**src/rtl/hs32_mem_arbiter.sv**
```systemverilog
// Fetch/execute memory request arbiter driving a 1-cycle synchronous single-port RAM.
// Optional macro ARB_ROUND_ROBIN_EN: round-robin tie-break instead of fixed exec priority.
module hs32_mem_arbiter #(
    parameter int unsigned AW          = 16,
    parameter int unsigned WAIT_STATES = 0
) (
    input  logic          clk,
    input  logic          reset_n,
    input  logic [31:0]   addr_f,
    input  logic          reqm_f,
    output logic [31:0]   dtr_f,
    output logic          ackm_f,
    input  logic          flush,
    input  logic [31:0]   addr_e,
    input  logic [31:0]   dtw_e,
    input  logic          rw_e,
    input  logic          reqm_e,
    output logic [31:0]   dtr_e,
    output logic          ackm_e,
    output logic [AW-1:0] mem_addr,
    output logic [31:0]   mem_dtw,
    output logic          mem_ce,
    output logic          mem_we,
    input  logic [31:0]   mem_dtr
);
    typedef enum logic [1:0] {S_IDLE, S_STROBE, S_WAIT, S_RESP} state_t;
    typedef enum logic [1:0] {OWN_NONE, OWN_F, OWN_E} owner_t;

    state_t        state_q, state_d;
    owner_t        owner_q, owner_d;
    logic [3:0]    cnt_q, cnt_d;
    logic          rw_q, rw_d;
    logic          cancel_q, cancel_d;
    logic [AW-1:0] mem_addr_q, mem_addr_d;
    logic [31:0]   mem_dtw_q, mem_dtw_d;
    logic          mem_ce_q, mem_ce_d;
    logic          mem_we_q, mem_we_d;
    logic [31:0]   dtr_f_q, dtr_f_d;
    logic [31:0]   dtr_e_q, dtr_e_d;
    logic          ackm_f_q, ackm_f_d;
    logic          ackm_e_q, ackm_e_d;
    logic          grant_e;
    logic          fetch_flush;

`ifdef ARB_ROUND_ROBIN_EN
    logic prio_f_q, prio_f_d;  // 1: fetch wins the next tie
    assign grant_e = reqm_e && !(reqm_f && prio_f_q);
`else
    assign grant_e = reqm_e;
`endif

    assign fetch_flush = flush && (owner_q == OWN_F);

    generate
        if (AW < 32) begin : g_unused_hi
            logic unused_hi;
            assign unused_hi = ^{addr_f[31:AW], addr_e[31:AW]};
        end
    endgenerate

    always_ff @(posedge clk or negedge reset_n) begin
        if (!reset_n) begin
            state_q    <= S_IDLE;
            owner_q    <= OWN_NONE;
            cnt_q      <= '0;
            rw_q       <= 1'b0;
            cancel_q   <= 1'b0;
            mem_addr_q <= '0;
            mem_dtw_q  <= '0;
            mem_ce_q   <= 1'b0;
            mem_we_q   <= 1'b0;
            dtr_f_q    <= '0;
            dtr_e_q    <= '0;
            ackm_f_q   <= 1'b0;
            ackm_e_q   <= 1'b0;
`ifdef ARB_ROUND_ROBIN_EN
            prio_f_q   <= 1'b0;
`endif
        end else begin
            state_q    <= state_d;
            owner_q    <= owner_d;
            cnt_q      <= cnt_d;
            rw_q       <= rw_d;
            cancel_q   <= cancel_d;
            mem_addr_q <= mem_addr_d;
            mem_dtw_q  <= mem_dtw_d;
            mem_ce_q   <= mem_ce_d;
            mem_we_q   <= mem_we_d;
            dtr_f_q    <= dtr_f_d;
            dtr_e_q    <= dtr_e_d;
            ackm_f_q   <= ackm_f_d;
            ackm_e_q   <= ackm_e_d;
`ifdef ARB_ROUND_ROBIN_EN
            prio_f_q   <= prio_f_d;
`endif
        end
    end

    always_comb begin
        state_d    = state_q;
        owner_d    = owner_q;
        cnt_d      = cnt_q;
        rw_d       = rw_q;
        cancel_d   = cancel_q;
        mem_addr_d = mem_addr_q;
        mem_dtw_d  = mem_dtw_q;
        mem_ce_d   = mem_ce_q;
        mem_we_d   = mem_we_q;
        dtr_f_d    = dtr_f_q;
        dtr_e_d    = dtr_e_q;
        ackm_f_d   = ackm_f_q;
        ackm_e_d   = ackm_e_q;
`ifdef ARB_ROUND_ROBIN_EN
        prio_f_d   = prio_f_q;
`endif
        unique case (state_q)
            S_IDLE: begin
                if (reqm_e || reqm_f) begin
                    if (grant_e) begin
                        owner_d    = OWN_E;
                        mem_addr_d = addr_e[AW-1:0];
                        mem_dtw_d  = dtw_e;
                        rw_d       = rw_e;
                    end else begin
                        owner_d    = OWN_F;
                        mem_addr_d = addr_f[AW-1:0];
                        mem_dtw_d  = '0;
                        rw_d       = 1'b0;
                    end
                    mem_ce_d = 1'b1;
                    mem_we_d = grant_e && rw_e;
                    cnt_d    = 4'(WAIT_STATES);
                    cancel_d = 1'b0;
                    state_d  = S_STROBE;
`ifdef ARB_ROUND_ROBIN_EN
                    prio_f_d = grant_e;
`endif
                end
            end
            S_STROBE: begin
                mem_ce_d = 1'b0;
                mem_we_d = 1'b0;
                if (fetch_flush) cancel_d = 1'b1;
                state_d  = S_WAIT;
            end
            S_WAIT: begin
                if (cnt_q != 4'd0) begin
                    cnt_d = cnt_q - 4'd1;
                    if (fetch_flush) cancel_d = 1'b1;
                end else begin
                    // A flush seen anywhere in the access suppresses only the fetch response.
                    if (owner_q == OWN_E) begin
                        ackm_e_d = 1'b1;
                        if (!rw_q) dtr_e_d = mem_dtr;
                    end else if (owner_q == OWN_F && !cancel_q && !fetch_flush) begin
                        ackm_f_d = 1'b1;
                        dtr_f_d  = mem_dtr;
                    end
                    state_d = S_RESP;
                end
            end
            S_RESP: begin
                ackm_f_d = 1'b0;
                ackm_e_d = 1'b0;
                owner_d  = OWN_NONE;
                state_d  = S_IDLE;
            end
            default: state_d = S_IDLE;
        endcase
    end

    assign mem_addr = mem_addr_q;
    assign mem_dtw  = mem_dtw_q;
    assign mem_ce   = mem_ce_q;
    assign mem_we   = mem_we_q;
    assign dtr_f    = dtr_f_q;
    assign dtr_e    = dtr_e_q;
    assign ackm_f   = ackm_f_q;
    assign ackm_e   = ackm_e_q;
endmodule

```
**config.mk**
```make
export PLATFORM = sky130hd
export DESIGN_NAME = hs32_mem_arbiter
export DESIGN_NICKNAME = d
export VERILOG_FILES = /design/src/rtl/hs32_mem_arbiter.sv
export SDC_FILE = /design/constraint.sdc
export NUM_CORES = 1
export LEC_CHECK = 0
export CORE_MARGIN = 3
export CORE_UTILIZATION = 44
export DETAILED_ROUTE_END_ITERATION = 6
export PLACE_DENSITY = 0.86
export SLEW_MARGIN = 20
export SYNTH_ARGS = -nofsm -noshare
export SYNTH_HDL_FRONTEND = slang
export SYNTH_SLANG_ARGS = --single-unit
```
**constraint.sdc**
```tcl
create_clock -name clk -period 5.5 [get_ports clk]
set_clock_uncertainty 0.2 [all_clocks]
set_input_delay 0.825 -clock clk [delete_from_list [all_inputs] [get_ports clk]]
set_output_delay 0.825 -clock clk [all_outputs]
set_load 0.005 [all_outputs]
```
==> results.md <==
- The synthesized design contains 0 enable-type register cells.
- The count of standard-cell rows is 38.
- Routability-driven placement finished with a final weighted congestion of 0.756.
- The path class of the lowest-slack min-delay path is register to register.
- Counting flops with an async set or reset pin after synthesis yields a share of 100%.
- The portion of the clock cycle consumed by the worst path in the final layout is 52.9%.
- In this run, synthesis produced a sequential element count of 126.
- The total detailed-routing wirelength is 13.8 mm.
- The later pin in the worst-skew pair is clocked with a latency of 0.40 ns.
- The net count after synthesis is 506.
- The critical path is of the input pin to register type.
- Dividing total power by cell area gives a power density of 546 nW/µm².
- Dividing the detail-routed wire length by the instance count gives 18.7 µm.
- The worst reg2reg path endpoint is dtr_f[6].
- Once layout is done, the placed cells without fillers occupy 8000 µm².
- The H-tree was split into 4 levels.
- The effective utilization at floorplan is 46.2%.
- STA classifies the critical path startpoint as an input pin.
- Summed over all failing endpoints, the final setup total negative slack is 0 ns.
- The number of buffers created by CTS is 17.
- The area after detailed placement is 7420 µm².
- Overall power consumption after layout is estimated at 4.36 mW.
- The worst register-to-register path has a setup slack of 2.64 ns.
- The via count normalized by instance count is 5.23.
- Headroom to the max-slew limit came out at 36.4%.
- Leaving out fill and tap cells, the most frequent cell in the layout is clkdlybuf4s50_1.
- The area inside the core boundary is 11200 µm².
- Input and output buffers added on the ports amount to 217.
- The mean area per synthesized cell is 14.2 µm².
- The floorplan die width is 114 µm.
- The tightest hold path in the finished design has a slack of 0.282 ns.
- For this run, the number of Yosys warnings is 0.
- Counting the fill cells in the layout gives 753.
- The number of antenna diodes in the final layout is 0.
- Across the VDD grid, the largest voltage drop is 0.370 mV.
- The transition time at the pin with the least slew margin is 0.952 ns.
- After synthesis, flip-flops and latches occupy 61.0% of the total area.
- The first-iteration detailed-routing DRC count is 147.
- STA classifies the critical path endpoint as a register.
- The clock tree from TritonCTS is built.
- The launching point of the worst reg2reg path is state_q[0].
- Clock tree synthesis found a total of 126 sinks.
- Entering global routing, the biggest net connects 65 pins.
- Relative to the synthesized area, the layout overhead comes to 54.7%.
- After detailed routing, the number of remaining DRC violations is 0.
- In the layout the commonest cells are clkdlybuf4s50_1, dfrtp_1, mux2_2.
- The remaining global-route overflow is 0.
- The dominant synthesized flop cell is dfrtp_1.
- The setup slack at placement is 2.22 ns.
- The final-report hold violation count came to 0.
- The number of max-cap violations is 0.
- Counting along the longest clock path gives a buffer depth of 2.
- The final number of max-transition violations came to 0.
- The run finished with clean final reports.
- In the final design database the tool counted 725 nets.
- The gate count after technology mapping is 365.
- Setup violations remaining at the end of the flow were counted as 0.
- The number of global-route vias before repair is 4168.
- Synthesis instantiated 41 different standard cells from the library.
- Summed over all cells, the static leakage comes to 3.58 nW.
- The post-CTS setup buffer count is 0.
- The clock transition time at the flip-flop clock pins of the worst setup and hold paths is 0.05 ns.
- Counting I/O delays and the setup requirement, the final critical path takes 2.91 ns.
- Static timing analysis puts the maximum clock frequency at 0.344 GHz.
- The end point of the critical path is dtr_f[6].
- The setup slack of the critical path after layout is 2.59 ns.
- The data arrival time of the critical path is 2.99 ns.
- The origin of the worst setup path is flush.
- After clock tree synthesis, the repair step resized 0 gates.
- In this run the clock root is driven by a clkbuf_16.
- Global routing consumed, over all layers together, 21.5% of the routing resources.
- The required time reported for the critical path endpoint is 5.58 ns.
- The routed via count is 3849.
- The first-pass GRT wire length is 21.7 mm.
- The worst reg-to-reg path cell count is 4.
- The detail route stage leaves a number of antenna-violating nets equal to 0.
- Once detailed placement completed, the half-perimeter wirelength came to 9.54 mm.
- The count of hold-fix buffers inserted at cts is 0.
- For this run, the detailed router's first-pass iteration total came to 4.
- 250 I/O pins were placed.
- The floorplan step set the die height to 114 µm.
- In the final layout, the share of cells above drive strength 1 is 18.0%.
- Setup repair after global routing left no endpoint under its margin.
- Along the worst path, the maximum fanout reaches 32.
- The cell area that synthesis handed to floorplanning was 5170 µm².
- The overall die area is 13100 µm².
- The number of antenna violations at the first check in global routing is 0.
how the worst min path moves through the flow:
stage	slack, ns	cells after the start	start	endpoint
floorplan	0.27	2	mem_addr[0]	mem_addr[0]
global placement	0.26	2	mem_addr[15]	mem_addr[15]
detailed placement	0.27	2	mem_addr[3]	mem_addr[3]
CTS	0.29	2	mem_addr[15]	mem_addr[15]
global route	0.30	1	dtr_e[1]	dtr_e[1]
finish	0.28	2	mem_addr[4]	mem_addr[4]
sequential cells by signal, summed over array words and instances (netlist names), 2 cells and up:
register  cells
mem_dtw      32
cnt_q         4
dtr_f        32
dtr_e        32
owner_q       2
state_q       2
mem_addr     16
routing by layer:
metal / vias up / track usage, % / routed length, µm
met5: - / 0 / 0
met4: 0 / 8.23 / 275
met3: 24 / 7.98 / 1330
met2: 181 / 36.5 / 6770
met1: 1887 / 24.7 / 5390
li1: 1757 / - / -
area by class of cell:
| class | instances | area (µm²) | area share [%] |
|---|---|---|---|
| sequential | 126 | 3150 | 39.4 |
| timing repair buffer | 221 | 2200 | 27.5 |
| multi-input combinational | 210 | 1870 | 23.3 |
| clock buffer | 26 | 519 | 6.49 |
| tap | 140 | 175 | 2.19 |
| clock inverter | 5 | 53.8 | 0.673 |
| inverter | 8 | 30.0 | 0.376 |
synthesized netlist by cell type, types with 2 or more instances:
library cell / instances / share of area [%]
clkbuf_1: 9 / 0.65
a22o_1: 33 / 5.6
ha_1: 7 / 1.7
nand3_1: 2 / 0.19
a21oi_1: 2 / 0.19
nor2b_1: 2 / 0.24
mux2_4: 7 / 2.0
a31oi_1: 3 / 0.36
mux2_2: 57 / 12
o311ai_0: 2 / 0.34
mux2i_1: 18 / 3.5
buf_6: 6 / 1.3
nor2_1: 5 / 0.36
inv_1: 8 / 0.58
nand2_1: 22 / 1.6
dfrtp_1: 126 / 61
and2_1: 2 / 0.24
or3b_2: 2 / 0.34
buf_2: 6 / 0.58
nand3b_1: 2 / 0.29
o21ai_0: 24 / 2.3
report_power, final:
| group | leakage [nW] | switching (mW) | total [mW] | internal [mW] |
|---|---|---|---|---|
| Clock | 0.286 | 0.375 | 1.06 | 0.690 |
| Combinational | 1.66 | 0.623 | 1.71 | 1.08 |
| Sequential | 1.63 | 0.256 | 1.59 | 1.34 |
| Total | 3.58 | 1.25 | 4.36 | 3.11 |
stage by stage:
stage | util [%] | instances
after detailed placement | 66.4 | 705
after global routing | 71.6 | 736
after global placement | 66.4 | 705
final | 71.6 | 736
after floorplan | - | 365
after CTS | 71.6 | 736
kinds of logic after synthesis:
group           after synthesis  share of synthesized area (%)
flops                       126                           61.0
mux                          83                           18.2
compound gates               72                           10.1
simple gates                 48                           5.88
buf+inv                      29                           3.12
fa+ha+maj                     7                           1.69
worst max-delay path: stages:
cell and delay (ns):
clkdlybuf4s50_1 0.48, nor4b_4 0.30, nand3_2 0.78, mux2_2 0.59
(Power assumes the default switching activity.)
